===== src/rtl/cache_arb_pkg.sv =====
// Shared types and defaults for the audio sample cache write arbiter.
// Optional grant statistics are enabled with CACHE_ARB_STATS_EN.
package cache_arb_pkg;

  localparam logic [1:0] ST_ARB   = 2'd0;
  localparam logic [1:0] ST_CLEAR = 2'd1;
  localparam logic [1:0] ST_DONE  = 2'd2;

  typedef enum logic [1:0] {
    ARB   = ST_ARB,
    CLEAR = ST_CLEAR,
    DONE  = ST_DONE
  } state_e;

  localparam int DEF_NUM_REQ = 4;
  localparam int DEF_ADDR_W  = 3;
  localparam int DEF_DATA_W  = 16;
  localparam int STAT_W      = 16;

endpackage


===== src/rtl/cache_write_arbiter_rr_pick.sv =====
// Combinational round-robin picker: rotate, find lowest, rotate back.
// Search starts at ptr and wraps upward.
module rr_pick #(
  parameter int N  = 4,
  parameter int PW = 2
) (
  input  logic [N-1:0]  req,
  input  logic [PW-1:0] ptr,
  output logic [N-1:0]  gnt,
  output logic [PW-1:0] idx,
  output logic          any
);

  logic [2*N-1:0] dbl;
  logic [N-1:0]   rot;
  logic [PW-1:0]  off;
  int             sum;

  always_comb begin
    dbl = {req, req};
    rot = dbl[ptr +: N];
    any = |req;
    off = '0;
    for (int j = N - 1; j >= 0; j--) begin
      if (rot[j]) off = PW'(j);
    end
    sum = int'(off) + int'(ptr);
    if (sum >= N) sum = sum - N;
    idx = PW'(sum);
    gnt = '0;
    if (any) gnt[idx] = 1'b1;
  end

endmodule


===== src/rtl/cache_write_arbiter.sv =====
// Round-robin write-port arbiter with clear sequencer for the sample cache.
// Define CACHE_ARB_STATS_EN to add per-requester saturating grant counters.
module cache_write_arbiter
  import cache_arb_pkg::*;
#(
  parameter int NUM_REQ = DEF_NUM_REQ,
  parameter int ADDR_W  = DEF_ADDR_W,
  parameter int DATA_W  = DEF_DATA_W
) (
  input  logic                      clk,
  input  logic                      rst,
  input  logic [NUM_REQ-1:0]        req,
  input  logic [NUM_REQ*ADDR_W-1:0] req_addr,
  input  logic [NUM_REQ*DATA_W-1:0] req_data,
  output logic [NUM_REQ-1:0]        gnt,
  input  logic                      clear_req,
  output logic                      busy,
  output logic                      clear_done,
  output logic                      wr,
  output logic [ADDR_W-1:0]         Addr_W,
  output logic [DATA_W-1:0]         Data_W
`ifdef CACHE_ARB_STATS_EN
  ,
  output logic [NUM_REQ*STAT_W-1:0] stat_cnt
`endif
);

  localparam int PW    = $clog2(NUM_REQ);
  localparam int CW    = ADDR_W + 1;
  localparam int DEPTH = 2 ** ADDR_W;

  state_e              state;
  state_e              nxt;
  logic [PW-1:0]       ptr;
  logic [CW-1:0]       cnt;
  logic [NUM_REQ-1:0]  pick_gnt;
  logic [PW-1:0]       pick_idx;
  logic                pick_any;
  logic [ADDR_W-1:0]   sel_addr;
  logic [DATA_W-1:0]   sel_data;
  logic                take;

  rr_pick #(
    .N  (NUM_REQ),
    .PW (PW)
  ) u_pick (
    .req (req),
    .ptr (ptr),
    .gnt (pick_gnt),
    .idx (pick_idx),
    .any (pick_any)
  );

  always_comb begin
    sel_addr = req_addr[int'(pick_idx)*ADDR_W +: ADDR_W];
    sel_data = req_data[int'(pick_idx)*DATA_W +: DATA_W];
  end

  always_comb begin
    nxt        = state;
    gnt        = '0;
    busy       = 1'b0;
    clear_done = 1'b0;
    take       = 1'b0;
    unique case (state)
      ARB: begin
        if (clear_req) begin
          nxt = CLEAR;
        end else if (pick_any) begin
          gnt  = pick_gnt;
          take = 1'b1;
        end
      end
      CLEAR: begin
        busy = 1'b1;
        if (cnt == CW'(DEPTH - 1)) nxt = DONE;
      end
      DONE: begin
        clear_done = 1'b1;
        nxt        = ARB;
      end
      default: nxt = ARB;
    endcase
  end

  always_ff @(posedge clk or negedge rst) begin
    if (!rst) begin
      state  <= ARB;
      ptr    <= '0;
      cnt    <= '0;
      wr     <= 1'b0;
      Addr_W <= '0;
      Data_W <= '0;
    end else begin
      state <= nxt;
      wr    <= 1'b0;
      if (state == ARB && clear_req) begin
        cnt <= '0;
      end else if (take) begin
        wr     <= 1'b1;
        Addr_W <= sel_addr;
        Data_W <= sel_data;
        if (int'(pick_idx) == NUM_REQ - 1) ptr <= '0;
        else ptr <= pick_idx + 1'b1;
      end else if (state == CLEAR) begin
        wr     <= 1'b1;
        Addr_W <= cnt[ADDR_W-1:0];
        Data_W <= '0;
        cnt    <= cnt + 1'b1;
      end
    end
  end

`ifdef CACHE_ARB_STATS_EN
  logic [STAT_W-1:0] stat_q [NUM_REQ];

  always_ff @(posedge clk or negedge rst) begin
    if (!rst) begin
      for (int i = 0; i < NUM_REQ; i++) stat_q[i] <= '0;
    end else if (state == ARB && clear_req) begin
      for (int i = 0; i < NUM_REQ; i++) stat_q[i] <= '0;
    end else if (take && stat_q[pick_idx] != '1) begin
      stat_q[pick_idx] <= stat_q[pick_idx] + 1'b1;
    end
  end

  for (genvar g = 0; g < NUM_REQ; g++) begin : g_stat
    assign stat_cnt[g*STAT_W +: STAT_W] = stat_q[g];
  end
`endif

endmodule


===== config.mk =====
export PLATFORM = sky130hd
export DESIGN_NAME = cache_write_arbiter
export DESIGN_NICKNAME = d
export VERILOG_FILES = /design/src/rtl/cache_arb_pkg.sv /design/src/rtl/cache_write_arbiter_rr_pick.sv /design/src/rtl/cache_write_arbiter.sv
export SDC_FILE = /design/constraint.sdc
export NUM_CORES = 1
export LEC_CHECK = 0
export BUFFER_PORTS_ARGS = -buffer_cell sky130_fd_sc_hd__buf_2
export CELL_PAD_IN_SITES_DETAIL_PLACEMENT = 1
export CELL_PAD_IN_SITES_GLOBAL_PLACEMENT = 1
export CORE_UTILIZATION = 31
export CTS_BUF_LIST = sky130_fd_sc_hd__clkbuf_8
export DETAILED_ROUTE_END_ITERATION = 10
export PLACE_DENSITY_LB_ADDON = 0.1
export SLEW_MARGIN = 40
export SYNTH_ARGS = -nofsm -noshare
export SYNTH_HDL_FRONTEND = slang
export SYNTH_SLANG_ARGS = --single-unit

===== constraint.sdc =====
create_clock -name clk -period 2.3 [get_ports clk]
set_input_delay 0.115 -clock clk [delete_from_list [all_inputs] [get_ports clk]]
set_output_delay 0.115 -clock clk [all_outputs]
set_load 0.01 [all_outputs]

==> impl_metrics.env <==
export IMPL_outcome="complete, but fails checks"
export IMPL_violations="setup timing"
export IMPL_synth_simple_gate_area_frac=0.160
export IMPL_post_route_period_util=1.03
export IMPL_via_per_inst=5.46
export IMPL_avgSynthCellArea_um2=9.86
export IMPL_clkSinkCount=28
export IMPL_netlist_area_mm2=0.00224
export IMPL_die_y_um=87.0
export IMPL_crit_slowest_cell="dfrtp_2"
export IMPL_gr_total_overflow=0
export IMPL_crit_chain="buf_4 -> buf_4 -> mux2_2 -> nand4b_1 -> and3_4 -> xnor2_4 -> inv_2 -> ha_4 -> and3_4 -> buf_6"
export IMPL_drt_iter0_markers=53
export IMPL_clkLatencyLatePin_ps=290
export IMPL_post_route_drc_count=0
export IMPL_cts_max_level=1
export IMPL_worst_path_max_fanout=6
export IMPL_reg2reg_to="Data_W[10]"
export IMPL_fmax_ghz=0.422
export IMPL_synth_edf_count=0
export IMPL_grt_pass1_wl_um=11200
export IMPL_root_buffer="clkbuf_8"
export IMPL_final_util=0.473
export IMPL_cp_arrival_ps=2260
export IMPL_core_area_mm2=0.00687
export IMPL_rsz0062_at_grt="yes"
export IMPL_ir_worst_vdd_mv=0.521
export IMPL_cts_buffers=3
export IMPL_start_util=0.326
export IMPL_power_mw=4.65
export IMPL_antenna_found_initial=0
export IMPL_drive_gt1_frac=0.483
export IMPL_die_area_mm2=0.00756
export IMPL_r2r_slack_ps=60
export IMPL_rows=30
export IMPL_syn2layout_area_growth_pct=45.1
export IMPL_r2r_start="ptr[0]"
export IMPL_period_needed_ps=2370
export IMPL_worstSetupEndpointType="primary output"
export IMPL_combPwrFrac=0.713
export IMPL_gp_congestion=0.756
export IMPL_cts_tree="built"
export IMPL_io_buffer_count=108
export IMPL_reg2regPathDepth=12
export IMPL_critPathLaunchType="flip-flop"
export IMPL_antenna_cells=0
export IMPL_switching_power_mw=2.07
export IMPL_final_setup_viol_count=3
export IMPL_max_stage_delay_ps=470
export IMPL_power_leakage_nw=1.56
export IMPL_cp_data_required_time_ps=2180
export IMPL_clkSlewWorstSetupHoldPaths_ps=120
export IMPL_p_int_mw=2.58
export IMPL_hp_start="clear_req"
export IMPL_num_io_pins=109
export IMPL_num_vias=2402
export IMPL_worst_slack_ps=-70.4
export IMPL_tightest_slew_ps=701
export IMPL_slew_headroom=0.532
export IMPL_hold_end="state[0]"
export IMPL_grt_max_degree=33
export IMPL_yosysSeqAreaShare=0.313
export IMPL_synthFlopType="dfrtp_1"
export IMPL_synth_cells=227
export IMPL_clockBufferDepth=2
export IMPL_die_x_um=87.0
export IMPL_wl_per_cell_um=17.5
export IMPL_swShare=0.446
export IMPL_hpwlAfterDp_um=5090
export IMPL_cap_violations=0
export IMPL_async_flop_share=1.00
export IMPL_yosysUniqueCellTypes=37
export IMPL_totalWireLength_um=7690
export IMPL_synth_seq_cells=28
export IMPL_drv_slew=0
export IMPL_fin_nets=431
export IMPL_power_frac_clock=0.089
export IMPL_grt_pass1_vias=2345
export IMPL_ys_warnings_count=0
export IMPL_synth_xor_area_share=0.0184
export IMPL_worst_hold_slack_ps=263
export IMPL_hold_path_class="input pin to flip-flop"
export IMPL_grt_usage=0.187
export IMPL_p_per_area_mw_per_mm2=1430
export IMPL_yosys_area_share_adder=0.0168
export IMPL_firstDrtPassIters=4
export IMPL_drt_antenna_violating_nets=0
export IMPL_clock_skew_ps=10.2
export IMPL_holdPathStages=3
export IMPL_synth_top_family_by_area="compound AO/OA/AOI/OAI gates"
export IMPL_pwr_share_seq=0.198
export IMPL_synth_compound_area_frac=0.234
export IMPL_syn_nets=313
export IMPL_synthMuxAreaShare=0.195
export IMPL_fin_cells=440
export IMPL_hold_viol_final=0
export IMPL_post_place_cells=425
export IMPL_crit_type="flip-flop to primary output"
export IMPL_post_place_ws_ps=-0.224
[worst max-delay path, delay by kind of cell, from the launching register on]
kind                       cells  cell delay, ps
xor gates and xnor gates       1             140
adders and majority gates      1             160
buffers and inverters          4             470
DFF                            1             470
muxes                          1             250
and+or+nand+nor                3             480
[power by group through the flow]
stage | registers [mW] | logic (mW) | clock network, mW
4_1_cts | 0.912 | 3.04 | 0.428
5_1_grt | 0.954 | 3.59 | 0.444
2_1_floorplan | 0.972 | 1.98 | 0
3_3_place_gp | 0.918 | 2.83 | 0
6_report | 0.923 | 3.31 | 0.414
3_5_place_dp | 0.919 | 2.88 | 0
[worst max path at each step]
stage | from | to | depth (start not counted)
after floorplan | ptr[0] | Addr_W[1] | 11
after global placement | ptr[0] | Addr_W[0] | 9
after detailed placement | ptr[0] | Data_W[9] | 9
after CTS | ptr[0] | gnt[3] | 11
after global routing | ptr[0] | gnt[3] | 11
final | ptr[0] | gnt[3] | 10
[sequential cells by signal (all words and copies together), names as in the netlist]
| register | count |
|---|---|
| Data_W | 16 |
| cnt | 4 |
| Addr_W | 3 |
| ptr | 2 |
| state | 2 |
| wr | 1 |
[Yosys cell counts (2+ instances only)]
cell type,number,share of area
a22o_1,19,0.074
and3_1,6,0.017
nand2_1,16,0.027
nand2b_1,3,0.0084
nor3b_1,2,0.0067
nor2b_1,4,0.011
buf_2,11,0.025
ha_1,3,0.017
mux2_2,4,0.020
mux2i_1,39,0.17
o21ai_1,2,0.0045
nor4_1,9,0.025
buf_6,3,0.015
inv_2,3,0.0050
dfrtp_1,28,0.31
nand3_1,9,0.020
nor2_1,3,0.0050
o21ai_0,3,0.0067
xnor2_2,2,0.015
o221ai_1,33,0.13
clkbuf_1,4,0.0067
nor3_1,6,0.013
[stage by stage]
stage	setup TNS [ps]	cell area, µm²
floorplan	-0.106	2260
global placement	0	2910
detailed placement	-0.224	2910
CTS	-199	3060
global route	-1190	3250
finish	-127	3250
[what timing repair did]
item | 4_1_cts | 5_1_grt
pin swaps | 7 | 6
hold endpoints to repair | 28 | 0
buffers inserted | 4 | 3
hold buffers | 1 | 0
setup endpoints to repair | 9 | 23
cloned | 0 | 3
gates resized for setup | 8 | 17
[cells by family (layout without fill, tap and decap cells)]
kind of cell | after synthesis | in the layout
muxes | 43 | 43
DFF | 28 | 28
and+or+nand+nor | 63 | 63
buffers and inverters | 24 | 141
xor gates and xnor gates | 3 | 3
AOI/OAI and AO/OA | 63 | 63
adders and majority gates | 3 | 3
[cell type report]
cell class / count / area (µm²)
inverters: 4 / 15.0
flip-flops and latches: 28 / 702
fillers: 825 / 3620
clock buffers: 3 / 41.3
clock inverters: 1 / 30.0
well taps: 96 / 120
multi-input cells: 175 / 1540
repair buffers: 133 / 805
[cells in the final DEF, fill, tap and decap left out, types with 2 or more instances in the layout]
cell type  instances
nand2b_1           2
and3_4             2
buf_4             18
nor4_1             8
o221ai_2           2
nor3b_1            2
o221ai_1          31
mux2i_1           38
a22o_1            19
o21ai_0            2
dfrtp_1           27
nand3_1            8
clkbuf_16          2
o21ai_1            2
and3_1             4
clkbuf_8           3
buf_2            107
nor2b_1            4
xnor2_4            2
inv_2              3
nand2_1           15
buf_12             2
nor3_1             5
buf_6              3
nand2_8            2
ha_4               2
mux2_2             4
nor2_1             3
[layer usage]
layer / global-route usage / routed length [µm] / up-vias
met2: 0.320 / 3780 / 71
met3: 0.0237 / 387 / 8
met5: 0 / 0 / -
met1: 0.250 / 3450 / 1179
li1: - / - / 1144
met4: 0.0409 / 70 / 0
No activity file was read; power rests on OpenSTA's default activity.
